==> src/rtl/data_cache_if.sv <==
// ---------------------------------------------------------------------------
// data_cache_if
// Bus bundle for data_cache: Memory-stage pipeline side plus backing-memory
// side, grouped into one interface.
//   Pipeline side : MemReadM, MemWriteM, AddrM, WriteDataM -> cache
//                   ReadDataM, StallM                     <- cache
//   Memory side   : mem_req, mem_we, mem_addr, mem_wdata   <- cache
//                   mem_ready, mem_rvalid, mem_rdata      -> cache
// Modports:
//   master : the environment (pipeline register + DataMemory)
//   slave  : the cache itself
// ---------------------------------------------------------------------------
interface data_cache_if #(
    parameter int unsigned DATA_WIDTH     = 32,
    parameter int unsigned ADDR_WIDTH     = 32,
    parameter int unsigned MEM_ADDR_WIDTH = 17
);
    logic                      MemReadM;
    logic                      MemWriteM;
    logic [ADDR_WIDTH-1:0]     AddrM;
    logic [DATA_WIDTH-1:0]     WriteDataM;
    logic [DATA_WIDTH-1:0]     ReadDataM;
    logic                      StallM;

    logic                      mem_req;
    logic                      mem_we;
    logic [MEM_ADDR_WIDTH-1:0] mem_addr;
    logic [DATA_WIDTH-1:0]     mem_wdata;
    logic                      mem_ready;
    logic                      mem_rvalid;
    logic [DATA_WIDTH-1:0]     mem_rdata;

    modport master (
        output MemReadM, MemWriteM, AddrM, WriteDataM,
        input  ReadDataM, StallM,
        input  mem_req, mem_we, mem_addr, mem_wdata,
        output mem_ready, mem_rvalid, mem_rdata
    );

    modport slave (
        input  MemReadM, MemWriteM, AddrM, WriteDataM,
        output ReadDataM, StallM,
        output mem_req, mem_we, mem_addr, mem_wdata,
        input  mem_ready, mem_rvalid, mem_rdata
    );
endinterface

==> src/rtl/data_cache.sv <==
// ---------------------------------------------------------------------------
// data_cache
// Direct-mapped, write-through, no-write-allocate L1 data cache sitting
// between the Memory-stage pipeline register and DataMemory.
//   - Load hits return data combinationally in the same cycle.
//   - Load misses fill the whole line (LINE_WORDS reads) while StallM is high.
//   - Stores are written through to memory; a hit also updates the cached
//     word, a miss does not allocate.
// Ports:
//   clk  : clock, rising edge
//   rst  : asynchronous reset, active-high
//   bus  : data_cache_if.slave (pipeline and backing-memory signals)
//   hit_count / miss_count : 32-bit saturating load statistics, present only
//                            when CACHE_STATS_EN is defined
// Build option: define CACHE_STATS_EN to add the statistics counters/ports.
// ---------------------------------------------------------------------------
module data_cache #(
    parameter int unsigned DATA_WIDTH     = 32,
    parameter int unsigned ADDR_WIDTH     = 32,
    parameter int unsigned MEM_ADDR_WIDTH = 17,
    parameter int unsigned NUM_LINES      = 16,
    parameter int unsigned LINE_WORDS     = 4
) (
    input  logic          clk,
    input  logic          rst,
    data_cache_if.slave   bus
`ifdef CACHE_STATS_EN
    ,
    output logic [31:0]   hit_count,
    output logic [31:0]   miss_count
`endif
);

    localparam int unsigned OFF_W = $clog2(LINE_WORDS);
    localparam int unsigned IDX_W = $clog2(NUM_LINES);
    localparam int unsigned TAG_W = MEM_ADDR_WIDTH - 2 - OFF_W - IDX_W;
    localparam int unsigned CNT_W = OFF_W + 1;

    localparam logic [CNT_W-1:0] CNT_LW   = CNT_W'(LINE_WORDS);
    localparam logic [CNT_W-1:0] CNT_LAST = CNT_W'(LINE_WORDS - 1);
    localparam logic [CNT_W-1:0] CNT_ONE  = CNT_W'(1);

    typedef enum logic [1:0] {
        S_IDLE,
        S_FILL,
        S_WRITE
    } state_t;

    // ------------------------------------------------------------------
    // Storage
    // ------------------------------------------------------------------
    logic [DATA_WIDTH-1:0] r_data [NUM_LINES*LINE_WORDS];
    logic [TAG_W-1:0]      r_tag  [NUM_LINES];
    logic [NUM_LINES-1:0]  r_valid;

    state_t                r_state;
    state_t                w_next_state;
    logic [CNT_W-1:0]      r_req_cnt;   // fill reads accepted by memory
    logic [CNT_W-1:0]      r_ret_cnt;   // fill words returned
    logic [DATA_WIDTH-1:0] r_rdata;     // last load result, held when idle
    logic                  r_wr_done;   // store just completed this cycle
    logic                  r_fill_done; // fill just completed this cycle

    // ------------------------------------------------------------------
    // Address decode (only the bits DataMemory decodes take part)
    // ------------------------------------------------------------------
    logic [MEM_ADDR_WIDTH-1:0]     w_maddr;
    logic [OFF_W-1:0]              w_off;
    logic [IDX_W-1:0]              w_idx;
    logic [TAG_W-1:0]              w_tag;
    logic [MEM_ADDR_WIDTH-3-OFF_W:0] w_line_hi;
    logic                          w_hit;
    logic [DATA_WIDTH-1:0]         w_word;
    logic                          w_unused_addr;

    assign w_maddr   = bus.AddrM[MEM_ADDR_WIDTH-1:0];
    assign w_off     = w_maddr[2 +: OFF_W];
    assign w_idx     = w_maddr[2+OFF_W +: IDX_W];
    assign w_tag     = w_maddr[MEM_ADDR_WIDTH-1 -: TAG_W];
    assign w_line_hi = w_maddr[MEM_ADDR_WIDTH-1:2+OFF_W];
    assign w_hit     = r_valid[w_idx] && (r_tag[w_idx] == w_tag);
    assign w_word    = r_data[{w_idx, w_off}];

    assign w_unused_addr = ^{bus.AddrM[ADDR_WIDTH-1:MEM_ADDR_WIDTH], bus.AddrM[1:0]};

    // ------------------------------------------------------------------
    // Next-state and output logic
    // ------------------------------------------------------------------
    logic                      w_stall;
    logic                      w_mem_req;
    logic                      w_mem_we;
    logic [MEM_ADDR_WIDTH-1:0] w_mem_addr;
    logic [DATA_WIDTH-1:0]     w_mem_wdata;
    logic                      w_rd_hit;     // load hit served this cycle
    logic                      w_rd_miss;    // load miss classified this cycle
    logic                      w_fill_we;    // accept a fill return word
    logic                      w_fill_last;  // final word of the line
    logic                      w_wr_hit_we;  // write-through also updates line
    logic                      w_req_acc;    // fill read accepted by memory

    always_comb begin
        w_next_state = r_state;
        w_stall      = 1'b0;
        w_mem_req    = 1'b0;
        w_mem_we     = 1'b0;
        w_mem_addr   = '0;
        w_mem_wdata  = '0;
        w_rd_hit     = 1'b0;
        w_rd_miss    = 1'b0;
        w_fill_we    = 1'b0;
        w_fill_last  = 1'b0;
        w_wr_hit_we  = 1'b0;

        unique case (r_state)
            S_IDLE: begin
                if (bus.MemWriteM) begin
                    // The pipeline only advances past the store at the end of
                    // the IDLE cycle after WRITE, so the same store is still
                    // presented here and must not be issued a second time.
                    if (!r_wr_done) begin
                        w_stall      = 1'b1;
                        w_next_state = S_WRITE;
                    end
                end else if (bus.MemReadM) begin
                    if (w_hit) begin
                        w_rd_hit = 1'b1;
                    end else begin
                        // The first line read goes out in the miss cycle
                        // itself, which gives the LINE_WORDS+1 minimum penalty.
                        w_rd_miss    = 1'b1;
                        w_stall      = 1'b1;
                        w_mem_req    = 1'b1;
                        w_mem_addr   = {w_line_hi, r_req_cnt[OFF_W-1:0], 2'b00};
                        w_next_state = S_FILL;
                    end
                end
            end

            S_FILL: begin
                w_stall = 1'b1;
                if (r_req_cnt < CNT_LW) begin
                    w_mem_req  = 1'b1;
                    w_mem_addr = {w_line_hi, r_req_cnt[OFF_W-1:0], 2'b00};
                end
                // Returns are in order; a return with nothing outstanding
                // (stale after reset) is dropped.
                if (bus.mem_rvalid && (r_ret_cnt < r_req_cnt)) begin
                    w_fill_we = 1'b1;
                    if (r_ret_cnt == CNT_LAST) begin
                        w_fill_last  = 1'b1;
                        w_next_state = S_IDLE;
                    end
                end
            end

            S_WRITE: begin
                w_stall     = 1'b1;
                w_mem_req   = 1'b1;
                w_mem_we    = 1'b1;
                w_mem_addr  = {w_maddr[MEM_ADDR_WIDTH-1:2], 2'b00};
                w_mem_wdata = bus.WriteDataM;
                if (bus.mem_ready) begin
                    w_wr_hit_we  = w_hit;
                    w_next_state = S_IDLE;
                end
            end

            default: begin
                w_next_state = S_IDLE;
            end
        endcase
    end

    assign w_req_acc = w_mem_req && !w_mem_we && bus.mem_ready;

    assign bus.StallM    = w_stall;
    assign bus.mem_req   = w_mem_req;
    assign bus.mem_we    = w_mem_we;
    assign bus.mem_addr  = w_mem_addr;
    assign bus.mem_wdata = w_mem_wdata;
    assign bus.ReadDataM = w_rd_hit ? w_word : r_rdata;

    // ------------------------------------------------------------------
    // Control state
    // ------------------------------------------------------------------
    always_ff @(posedge clk or posedge rst) begin
        if (rst) begin
            r_state     <= S_IDLE;
            r_req_cnt   <= '0;
            r_ret_cnt   <= '0;
            r_valid     <= '0;
            r_rdata     <= '0;
            r_wr_done   <= 1'b0;
            r_fill_done <= 1'b0;
        end else begin
            r_state     <= w_next_state;
            r_wr_done   <= (r_state == S_WRITE) && bus.mem_ready;
            r_fill_done <= w_fill_last;

            if (w_fill_last) begin
                r_req_cnt <= '0;
                r_ret_cnt <= '0;
            end else begin
                if (w_req_acc) begin
                    r_req_cnt <= r_req_cnt + CNT_ONE;
                end
                if (w_fill_we) begin
                    r_ret_cnt <= r_ret_cnt + CNT_ONE;
                end
            end

            // The line is rewritten word by word during the fill, so it is
            // invalid until the last word lands.
            if (w_rd_miss) begin
                r_valid[w_idx] <= 1'b0;
            end else if (w_fill_last) begin
                r_valid[w_idx] <= 1'b1;
            end

            if (w_rd_hit) begin
                r_rdata <= w_word;
            end
        end
    end

    // ------------------------------------------------------------------
    // Data and tag arrays (not reset)
    // ------------------------------------------------------------------
    always_ff @(posedge clk) begin
        if (w_fill_we) begin
            r_data[{w_idx, r_ret_cnt[OFF_W-1:0]}] <= bus.mem_rdata;
        end else if (w_wr_hit_we) begin
            r_data[{w_idx, w_off}] <= bus.WriteDataM;
        end
        if (w_fill_last) begin
            r_tag[w_idx] <= w_tag;
        end
    end

`ifdef CACHE_STATS_EN
    // ------------------------------------------------------------------
    // Load statistics. The hit that follows a fill is the same load as the
    // miss, so it is not counted again.
    // ------------------------------------------------------------------
    logic [31:0] r_hit_count;
    logic [31:0] r_miss_count;

    always_ff @(posedge clk or posedge rst) begin
        if (rst) begin
            r_hit_count  <= '0;
            r_miss_count <= '0;
        end else begin
            if (w_rd_hit && !r_fill_done && (r_hit_count != '1)) begin
                r_hit_count <= r_hit_count + 32'd1;
            end
            if (w_rd_miss && (r_miss_count != '1)) begin
                r_miss_count <= r_miss_count + 32'd1;
            end
        end
    end

    assign hit_count  = r_hit_count;
    assign miss_count = r_miss_count;
`endif

endmodule
==> src/flat_wrapper.sv <==
// flat-port wrapper written by rule: the top's interface ports become plain ports
module data_cache_flat 
#(
    parameter int unsigned DATA_WIDTH     = 32,
    parameter int unsigned ADDR_WIDTH     = 32,
    parameter int unsigned MEM_ADDR_WIDTH = 17,
    parameter int unsigned NUM_LINES      = 16,
    parameter int unsigned LINE_WORDS     = 4
)
  (clk, rst, bus_MemReadM, bus_MemWriteM, bus_AddrM, bus_WriteDataM, bus_ReadDataM, bus_StallM, bus_mem_req, bus_mem_we, bus_mem_addr, bus_mem_wdata, bus_mem_ready, bus_mem_rvalid, bus_mem_rdata);
  data_cache_if #(.DATA_WIDTH(DATA_WIDTH), .ADDR_WIDTH(ADDR_WIDTH), .MEM_ADDR_WIDTH(MEM_ADDR_WIDTH)) bus_i ();
  input  logic clk;
  input  logic rst;
  input wire logic [$bits(bus_i.MemReadM)-1:0] bus_MemReadM;
  input wire logic [$bits(bus_i.MemWriteM)-1:0] bus_MemWriteM;
  input wire logic [$bits(bus_i.AddrM)-1:0] bus_AddrM;
  input wire logic [$bits(bus_i.WriteDataM)-1:0] bus_WriteDataM;
  output wire logic [$bits(bus_i.ReadDataM)-1:0] bus_ReadDataM;
  output wire logic [$bits(bus_i.StallM)-1:0] bus_StallM;
  output wire logic [$bits(bus_i.mem_req)-1:0] bus_mem_req;
  output wire logic [$bits(bus_i.mem_we)-1:0] bus_mem_we;
  output wire logic [$bits(bus_i.mem_addr)-1:0] bus_mem_addr;
  output wire logic [$bits(bus_i.mem_wdata)-1:0] bus_mem_wdata;
  input wire logic [$bits(bus_i.mem_ready)-1:0] bus_mem_ready;
  input wire logic [$bits(bus_i.mem_rvalid)-1:0] bus_mem_rvalid;
  input wire logic [$bits(bus_i.mem_rdata)-1:0] bus_mem_rdata;
  assign bus_i.MemReadM = bus_MemReadM;
  assign bus_i.MemWriteM = bus_MemWriteM;
  assign bus_i.AddrM = bus_AddrM;
  assign bus_i.WriteDataM = bus_WriteDataM;
  assign bus_ReadDataM = bus_i.ReadDataM;
  assign bus_StallM = bus_i.StallM;
  assign bus_mem_req = bus_i.mem_req;
  assign bus_mem_we = bus_i.mem_we;
  assign bus_mem_addr = bus_i.mem_addr;
  assign bus_mem_wdata = bus_i.mem_wdata;
  assign bus_i.mem_ready = bus_mem_ready;
  assign bus_i.mem_rvalid = bus_mem_rvalid;
  assign bus_i.mem_rdata = bus_mem_rdata;
  data_cache #(.DATA_WIDTH(DATA_WIDTH), .ADDR_WIDTH(ADDR_WIDTH), .MEM_ADDR_WIDTH(MEM_ADDR_WIDTH), .NUM_LINES(NUM_LINES), .LINE_WORDS(LINE_WORDS)) u_core (.clk(clk), .rst(rst), .bus(bus_i));
endmodule
==> config.mk <==
export PLATFORM = sky130hd
export DESIGN_NAME = data_cache_flat
export DESIGN_NICKNAME = d
export VERILOG_FILES = /design/src/rtl/data_cache_if.sv /design/src/rtl/data_cache.sv /design/src/flat_wrapper.sv
export SDC_FILE = /design/constraint.sdc
export NUM_CORES = 2
export LEC_CHECK = 0
export CAP_MARGIN = 30
export CORE_ASPECT_RATIO = 1.1
export CORE_MARGIN = 2
export CORE_UTILIZATION = 50
export CTS_CLUSTER_DIAMETER = 150
export DETAILED_ROUTE_END_ITERATION = 16
export DONT_BUFFER_PORTS = 1
export PLACE_DENSITY_LB_ADDON = 0.08
export SYNTH_ARGS = -nofsm -noshare
export SYNTH_HDL_FRONTEND = slang
export SYNTH_SLANG_ARGS = --single-unit
export TNS_END_PERCENT = 10
==> constraint.sdc <==
create_clock -name clk -period 5.7 [get_ports clk]
set_input_delay 0.57 -clock clk [delete_from_list [all_inputs] [get_ports clk]]
set_output_delay 0.57 -clock clk [all_outputs]
set_load 0.005 [all_outputs]
==> summary.md <==
| Metric | Value |
|---|---|
| Critical path type | in -> out |
| Die Wd | roughly 400 um |
| CTS Sinks | ~2200 |
| Total Neg Setup Slack | 0 ns |
| CTS Buf Count | between 200 and 250 |
| Yosys cell types | 62 |
| CTS tree | built |
| Hold Path Class | in -> async |
| Top FF cell, synth | edfxtp_1 |
| Util after Layout | a little under three fifths |
| Area contributors post-synth | edfxtp_1 76%, mux4_2 15%, dfrtp_1 1.6% |
| Number of port buffers | 0 |
| Place WS | just over 0.8 ns |
| DRT iter0 DRCs | around 5600 |
| H-tree levels | 4 |
| First-pass detailed-route iteration total | 6 |
| Largest net degree at the start of global routing | slightly above 500 |
| GRT Total Usage | 27.4% |
| Root Buffer | clkbuf_16 |
| Vias | between 40000 and 50000 |
| Final nets | roughly 4100 |
| Crit-path max FO | between 100 and 150 |
| Outcome | finished with violations |
| Initial Util | 50.3% |
| Slowest CP cell | mux4_2 |
| Startpoint types | input port |
| Global-route wire length before repair | roughly 330000 um |
| Most used cell, CP | buf_16 |
| Rows | 160 |
| Worst R2R End | u_core.r_data[27][23] |
| Achievable Freq | about 190 MHz |
| I/O pins | between 150 and 200 |
| Post-synthesis compound-gate area fraction | approximately 2.2% |
| Min cycle time layout | 5.14 ns |
| Synth-to-layout area growth | 13.9% |
| Final Hold Violating Endpoints | 0 |
| Crit share post-route | 90.2% |
| Largest area contributor in the netlist | edfxtp_1 |
| CP cell instances | buf_16, buf_16, buf_16, mux4_2, a22o_1, a21oi_1, o221ai_1, nor3_1, buf_2, a21oi_1 |
| Post-Synth Simple-Gate Area | ~1.8% |
| Slew @ Worst Pin | ~1.7 ns |
| Drt wl/cell | 37.2 um |
| Peak supply drop | 326 uV |
| Initial antenna violation count | 10 |
| Max-slew violation count | 96 |
| RR Startpoint | u_core.r_tag[11][1] |
| Main combinational cell family by area after synthesis | multiplexers |
| Synth warnings | 0 |
| Die Area | 177000 sq um |
| Clk Latency, worst-skew pair | around 0.87 ns |
| Final WL | between 200000 and 250000 um |
| Post-synth EDFFs | around 2200 |
| Syn avg cell area | 22.8 sq um |
| ANT nets after route | 0 |
| Fill cells | between 10000 and 15000 |
| Post-Syn Area | approximately 87000 sq um |
| Failing checks | slew limit |
| Post-Syn Instances | 3797 |
| Yosys reg bits | approximately 2200 |
| Core ar. | between 150000 and 200000 sq um |
| Vias in the first global route | around 43000 |
| Worst setup margin | approximately 0.56 ns |
| P per Cell Area | approximately 350 nW/um^2 |
| Vias per cell | about 6.5 |
| Leakage power | approximately 31 nW |
| DR DRC count | 0 |
| Post-DP HPWL | 128000 um |
| Post_cts resized | 0 |
| Skew final | between 0.03 and 0.04 ns |
| Data required time of the worst path | between 5 and 6 ns |
| Crit. End Element | output port |
| Rel. slew slack | -12.0% |
| CP max stage delay | around 0.6 ns |
| Fraction of registers with async set or reset after synthesis | 2.53% |
| Max Cap Violations | 0 |
| Worst-path clk slew | 0.06 ns |
| Worst reg2reg path depth | 11 |
| Synth Area in Adders | less than 1% |
| GP Congestion | just under 0.8 |
| Clock buffer depth | 3 |
| Multiplexer area fraction after synthesis | between 10% and 20% |
| CP top delay family | buffers and inverters |
| Post-synth top area share | approximately 76% |
| Final number of setup-violating endpoints | 0 |
| Vert. Die Dim | ~440 um |
| RSZ-0062 raised after global routing | no |
| Reg2reg setup slack | between 1 and 1.5 ns |
| WP buf/inv | 4 |
| Synth Area in XOR/XNOR | less than 1% |
| Critical Path AT | roughly 4.6 ns |
| Post-synthesis sequential area ratio | 77.5% |
| Remaining Overflow, GRT | 0 |
| Layout cells sized above 1 | ~30% |
==> where the power goes <==
group	internal (W)	leakage, nW	switching, W
combinational	0.000744	7.06	0.00112
clock	0.00856	3.63	0.00623
sequential	0.0183	20.5	0.0000602
==> cells in the mapped netlist, types with 14 or more instances <==
cell,instances
nand2_1,46
and2_1,49
clkbuf_1,105
nand3_1,22
mux4_2,590
buf_1,43
a22o_1,18
mux2i_1,92
edfxtp_1,2192
nand2b_1,14
dfrtp_1,57
o22ai_1,18
a221oi_1,14
buf_2,44
a21oi_1,39
mux2_2,56
nor3_1,20
a22oi_1,83
nor2_1,128
==> cells by family (layout without fill, tap and decap cells) <==
| kind of cell | Yosys count | after routing |
|---|---|---|
| DFF | 2249 | 2249 |
| muxes | 750 | 750 |
| and+or+nand+nor | 316 | 316 |
| AOI/OAI and AO/OA | 249 | 249 |
| buffers and inverters | 218 | 645 |
| adders and majority gates | 9 | 9 |
| xor gates and xnor gates | 5 | 5 |
| other | 1 | 3 |
==> layer usage <==
layer / vias to the layer above / share of wire [%] / wire length, um / global-route usage (%)
li1: 16700 / - / - / -
met1: 23200 / 40 / 97500 / 38.6
met2: 2053 / 49 / 119000 / 44.5
met3: 342 / 8.0 / 19300 / 5.19
met4: 2 / 2.6 / 6350 / 7.53
met5: - / 0.0054 / 13 / 0
==> area by class of cell <==
cell class	count	area (sq um)	area share, %
flip-flops and latches	2249	67200	68.1
multi-input cells	1331	19000	19.3
clock inverters	139	1450	1.47
inverters	13	51.3	0.0519
clock buffers	277	5910	5.98
repair buffers	216	2240	2.27
well taps	2268	2840	2.87
diodes	1	2.50	0.00253
==> through the flow <==
step	power [W]	instance area, sq um	hold slack, ns	instances
global placement	0.0203	91000	0.338	6046
detailed placement	0.0204	91100	0.344	6056
CTS	0.0351	98600	0.0547	6485
global route	0.0359	98800	0.0984	6494
floorplan	0.0199	86700	0.465	3798
finish	0.0350	98800	0.130	6494
==> flip-flops by register name, indices dropped and copies added (netlist names), named ones only <==
signal            cells
u_core.r_tag        144
u_core.r_data      2048
u_core.r_state        2
u_core.r_wr_done      1
u_core.r_req_cnt      3
u_core.r_rdata       32
u_core.r_ret_cnt      3
==> worst register-to-register path: stages (launching register included) <==
cell      delay, ns
edfxtp_1       0.37
mux4_2         0.49
mux2_2         0.29
or3b_1         0.37
a211oi_2       0.32
o21ai_2        0.19
nor4_4         0.54
buf_12         0.31
a31oi_4        0.14
buf_4          0.39
nor2_4         0.19
buf_4          0.58
==> what timing repair did <==
| item | in CTS | in global routing |
|---|---|---|
| endpoints found under the hold margin | 164 | 0 |
| buffers inserted | 0 | 0 |
| hold buffers | 13 | 0 |
| setup endpoints to repair | 0 | 8 |
==> how the worst max path moves through the flow <==
stage	end	from	slack [ns]	depth (start not counted)
2_1_floorplan	u_core.r_data[14][0]	bus_AddrM[4]	0.54	11
3_3_place_gp	u_core.r_data[13][21]	bus_AddrM[4]	0.82	11
3_5_place_dp	u_core.r_data[13][21]	bus_AddrM[4]	0.82	11
4_1_cts	bus_mem_addr[9]	flop	0.55	8
5_1_grt	bus_ReadDataM[12]	bus_AddrM[2]	0.27	10
6_report	bus_ReadDataM[12]	bus_AddrM[2]	0.56	10
==> cell usage in the layout (no fill, tap or decap), types with 8 or more instances in the layout <==
cell,n
and2_1,49
dlygate4sd3_1,13
mux4_2,590
o22ai_1,18
a2bb2oi_1,10
clkbuf_16,227
nand2b_1,13
a221oi_1,14
nand2_1,46
ha_1,8
edfxtp_1,2192
nor3_1,19
nor2_1,64
buf_12,34
bufinv_16,27
a22o_1,18
clkinv_1,46
mux2i_1,92
clkinv_2,48
o21ai_0,11
inv_1,12
clkbuf_8,8
a21oi_1,39
buf_4,156
a22oi_1,83
nor2_2,9
clkbuf_1,44
mux2_2,63
dfrtp_1,57
nor2_4,65
nand3_1,22
a211oi_1,9
(Power assumes the default switching activity.)
